[config.mk]
export PLATFORM = sky130hd
export DESIGN_NAME = activation_derivative
export DESIGN_NICKNAME = d
export VERILOG_FILES = /design/src/rtl/activation_derivative.sv
export SDC_FILE = /design/constraint.sdc
export NUM_CORES = 1
export LEC_CHECK = 0
export BUFFER_PORTS_ARGS = -buffer_cell sky130_fd_sc_hd__clkbuf_2
export CORE_MARGIN = 1.5
export CORE_UTILIZATION = 40
export DETAILED_ROUTE_END_ITERATION = 7
export GPL_TIMING_DRIVEN = 0
export PLACE_DENSITY_LB_ADDON = 0.15
export SLEW_MARGIN = 40
export SYNTH_ARGS = -nofsm -noshare
export SYNTH_HDL_FRONTEND = slang
export SYNTH_SLANG_ARGS = --single-unit
[constraint.sdc]
create_clock -name clk -period 8.9 [get_ports clk]
set_clock_uncertainty 0.1 [all_clocks]
set_input_delay 1.335 -clock clk [delete_from_list [all_inputs] [get_ports clk]]
set_output_delay 1.335 -clock clk [all_outputs]
set_load 0.03 [all_outputs]
[src/rtl/activation_derivative.sv]
// Sigmoid derivative a*(1-a) over a packed activation vector, one shared multiplier, one element per cycle.
// Optional build macro DERIV_ROUND_EN: round-half-up on the final shift instead of truncation.
module activation_derivative #(
   parameter int unsigned NUM_NEURONS = 6,
   parameter int unsigned ACT_WIDTH   = 9,
   parameter int unsigned ACT_FRAC    = 8
) (
   input  logic                             clk,
   input  logic                             rst,
   input  logic                             start,
   input  logic [NUM_NEURONS*ACT_WIDTH-1:0] activations,
   output logic [NUM_NEURONS*ACT_WIDTH-1:0] derivatives,
   output logic                             busy,
   output logic                             valid
);

   localparam int unsigned PROD_W = 2 * ACT_WIDTH;
   localparam int unsigned IDX_W  = (NUM_NEURONS > 1) ? $clog2(NUM_NEURONS) : 1;
   localparam logic [ACT_WIDTH-1:0] ONE  = ACT_WIDTH'(1) << ACT_FRAC;
   localparam logic [IDX_W-1:0]     LAST = IDX_W'(NUM_NEURONS - 1);

   typedef enum logic [1:0] {IDLE, RUN, DRAIN} state_t;

   state_t                 state, next_state;
   logic [ACT_WIDTH-1:0]   buffer [NUM_NEURONS];
   logic [IDX_W-1:0]       index;
   logic [PROD_W-1:0]      prod;
   logic                   load, mul_en, wr_en, done;
   logic [IDX_W-1:0]       wr_idx;
   logic [ACT_WIDTH-1:0]   a_cur, a_sat;
   logic [PROD_W-1:0]      prod_c;
   logic [ACT_WIDTH-1:0]   d_c;

   // State register
   always_ff @(posedge clk or posedge rst) begin
      if (rst) state <= IDLE;
      else     state <= next_state;
   end

   // Next-state logic
   always_comb begin
      next_state = state;
      case (state)
         IDLE:    if (start) next_state = RUN;
         RUN:     if (index == LAST) next_state = DRAIN;
         DRAIN:   next_state = IDLE;
         default: next_state = IDLE;
      endcase
   end

   // Control decode: stage 2 trails stage 1 by one element
   always_comb begin
      load   = 1'b0;
      mul_en = 1'b0;
      wr_en  = 1'b0;
      wr_idx = '0;
      done   = 1'b0;
      case (state)
         IDLE: load = start;
         RUN: begin
            mul_en = 1'b1;
            wr_en  = (index != '0);
            wr_idx = index - IDX_W'(1);
         end
         DRAIN: begin
            wr_en  = 1'b1;
            wr_idx = index;
            done   = 1'b1;
         end
         default: ;
      endcase
   end

   // Stage 1 arithmetic: saturate to 1.0, then a*(1-a)
   always_comb begin
      a_cur  = buffer[index];
      a_sat  = (a_cur > ONE) ? ONE : a_cur;
      prod_c = PROD_W'(a_sat) * PROD_W'(ONE - a_sat);
   end

   // Stage 2 rescale back to ACT_FRAC fractional bits
`ifdef DERIV_ROUND_EN
   localparam logic [PROD_W-1:0] HALF = PROD_W'(1) << (ACT_FRAC - 1);
   always_comb d_c = ACT_WIDTH'((prod + HALF) >> ACT_FRAC);
`else
   always_comb d_c = ACT_WIDTH'(prod >> ACT_FRAC);
`endif

   // Input capture; the bus is free once start is accepted
   always_ff @(posedge clk) begin
      if (load) begin
         for (int i = 0; i < int'(NUM_NEURONS); i++)
            buffer[i] <= activations[i*ACT_WIDTH +: ACT_WIDTH];
      end
   end

   // Datapath and registered outputs
   always_ff @(posedge clk or posedge rst) begin
      if (rst) begin
         index       <= '0;
         prod        <= '0;
         derivatives <= '0;
         busy        <= 1'b0;
         valid       <= 1'b0;
      end else begin
         if (load) index <= '0;
         else if (mul_en && index != LAST) index <= index + IDX_W'(1);
         if (mul_en) prod <= prod_c;
         if (wr_en) derivatives[wr_idx*ACT_WIDTH +: ACT_WIDTH] <= d_c;
         busy  <= (next_state != IDLE);
         valid <= done;
      end
   end

endmodule

==> impl_metrics.yaml <==
finish:
  layout-drive-gt1-share_pct: 27.64
  fillCellCount: 1883
  final_nets: 1038
  synthToLayoutAreaGrowth_pct: 19.56
  stdcell_area_um2: 9920
  diodes: 0
  ff_latch_area_um2: 3373
  multi_input_area_um2: 4405
place:
  pre_cts_slack_ns: 1.079
  dp_hpwl_um: 13850
  placed_cell_area_um2: 9293
  io_buffers: 112
  gp_congestion: 0.7831
clock_tree:
  htree_levels: 4
  holdBufCountCts: 0
  cts_sinks: 124
  tritoncts: "yes"
  cts_buffers: 17
  cts.repair.resized: 0
  clkLatencyLatePin_ns: 0.41
  post_cts_buffers: 0
  clk_pin_slew_ns: 0.05
  clock_tree.buffer_depth: 2
  cts-root-buf: "clkbuf_16"
routing:
  routed.top_layer: "met4"
  drc: 0
  wl_met2_um: 8303
  ant_nets: 0
  drt_wl_total_um: 17600
  wl_met3_um: 712
  viasPerCell: 4.792
  vias: 5472
  wl_per_cell_um: 15.42
  drt_first_pass_iters: 4
  drt_iter0_drc: 297
  wl_met1_um: 8393
setup_path:
  critPathCaptureType: "register"
  crit_path_frequent_cell: "inv_1"
  arrival_ns: 8.03
  slowest_delay_ns: 0.57
  cp_data_required_time_ns: 9.13
  start_kind: "register"
  path_class: "reg2reg"
  crit_fanout: 11
  slowest_stage: "a211oi_1"
timing:
  max_slew_margin_pct: 52.18
  fmax_mhz: 128.3
  tns_ns: 0
  slew_viol_final: 0
  period_needed_ns: 7.796
  hold_violations: 0
  period_share_pct: 87.59
  setup_viol: 0
  rsz0062_at_grt: "false"
  worst_slack_ns: 1.104
  worstMarginPinSlew_ns: 0.7147
floorplanning:
  initial_core_util_pct: 40.87
  die_w_um: 147.0
  chipHeight_um: 147.0
  core_um2: 20300
  io_pins: 113
  die-area_um2: 21610
  num_rows: 52
synth:
  synth_top_cell_by_area: "dfrtp_1"
  ys_top_cells_by_area: "dfrtp_1, edfxtp_1, fa_1"
  synth-edff-count: 54
  netlist_area_um2: 8297
  synth-main-ff-cell: "dfrtp_1"
  yosysMostFrequentCell: "inv_1"
  async_reset_ff_share_pct: 56.45
  ys_ff_latch: 124
  yosysUniqueCellTypes: 60
  syn-instance-count: 716
  synth-seq-area-share_pct: 40.66
  synth.top_cell.area_share_pct: 21.11
  avgSynthCellArea_um2: 11.59
  synth_common_cells: "inv_1, dfrtp_1, ha_1, edfxtp_1, fa_1"
  yosys_warnings: 0
run:
  cap_violations: 0
global_routing:
  grt_max_degree: 58
  grt_pass1_wl_um: 29840
  grt_usage_pct: 17.86
  grt-ovfl-total: 0
  grt_antenna_before_repair: 0
  grt_pass1_vias: 5815
min_path:
  hold_class: "reg2reg"
run_status:
  status: "finished clean"
## per-layer routing
layer	GRT usage, %	vias to the layer above
li1	-	2657
met1	24.54	2697
met2	28.70	102
met3	3.975	16
met4	4.700	0
met5	0	-
## area by class of cell
class,count,share of cell area (%)
Multi-Input combinational cell,469,44.41
Sequential cell,124,34.01
Timing Repair Buffer,114,6.130
Clock buffer,27,5.600
Inverter,117,4.478
Tap cell,270,3.406
Buffer,17,1.249
Clock inverter,4,0.7190
## registers in the layout, indices dropped and copies added (netlist names)
name,cells
index,3
state,2
prod,9
valid,1
derivatives,54
busy,1
buffer,54
## cells by family after synthesis
logic type	synth area share (%)
muxes	11.90
AOI/OAI and AO/OA	5.278
adders and majority gates	23.13
and+or+nand+nor	11.04
other	0.09052
buffers and inverters	6.741
xor gates and xnor gates	1.161
DFF	40.66
## placed cells by master, fill, tap and decap left out, drive strengths merged, types with 9 or more instances in the layout
cell / count
a21oi: 19
and2: 12
and3: 11
buf: 15
clkbuf: 143
conb: 13
dfrtp: 70
edfxtp: 54
fa: 54
ha: 67
inv: 118
mux2: 52
mux2i: 24
nand2: 36
nand2b: 24
nor2: 52
o21ai: 12
or2: 12
xnor2: 9
## through the flow
step           utilization, %  hold WS, ns  instances
4_1_cts                 48.87       0.4051       1142
3_3_place_gp            45.50       0.3893       1109
6_report                48.87       0.4008       1142
2_1_floorplan               -       0.4134        727
3_5_place_dp            45.78       0.3924       1111
5_1_grt                 48.87       0.4094       1142
## worst paths after layout
| kind | start | end | slack (ns) | cells after the start |
|---|---|---|---|---|
| max | index[0]$_DFFE_PP0P_ | prod[16]$_DFFE_PP0P_ | 1.10 | 30 |
| min | derivatives[2]$_DFFE_PP0P_ | derivatives[2]$_DFFE_PP0P_ | 0.40 | 1 |
| max reg2reg | index[0]$_DFFE_PP0P_ | prod[16]$_DFFE_PP0P_ | 1.10 | 30 |
| min reg2reg | derivatives[2]$_DFFE_PP0P_ | derivatives[2]$_DFFE_PP0P_ | 0.40 | 1 |
| max in group asynchronous | rst | derivatives[3]$_DFFE_PP0P_ | 7.48 | 3 |
| min in group asynchronous | rst | index[2]$_DFFE_PP0P_ | 0.73 | 2 |
## critical path, delay by kind of cell, from the launching register on
family	cells	cell delay (ns)
muxes	1	0.34
buffers and inverters	9	0.98
and+or+nand+nor	6	1.02
DFF	1	0.50
AOI/OAI and AO/OA	6	1.54
adders and majority gates	8	3.24
Power is not shown: default switching activity piles up to over one toggle a cycle in this logic, so the estimate is an artifact.
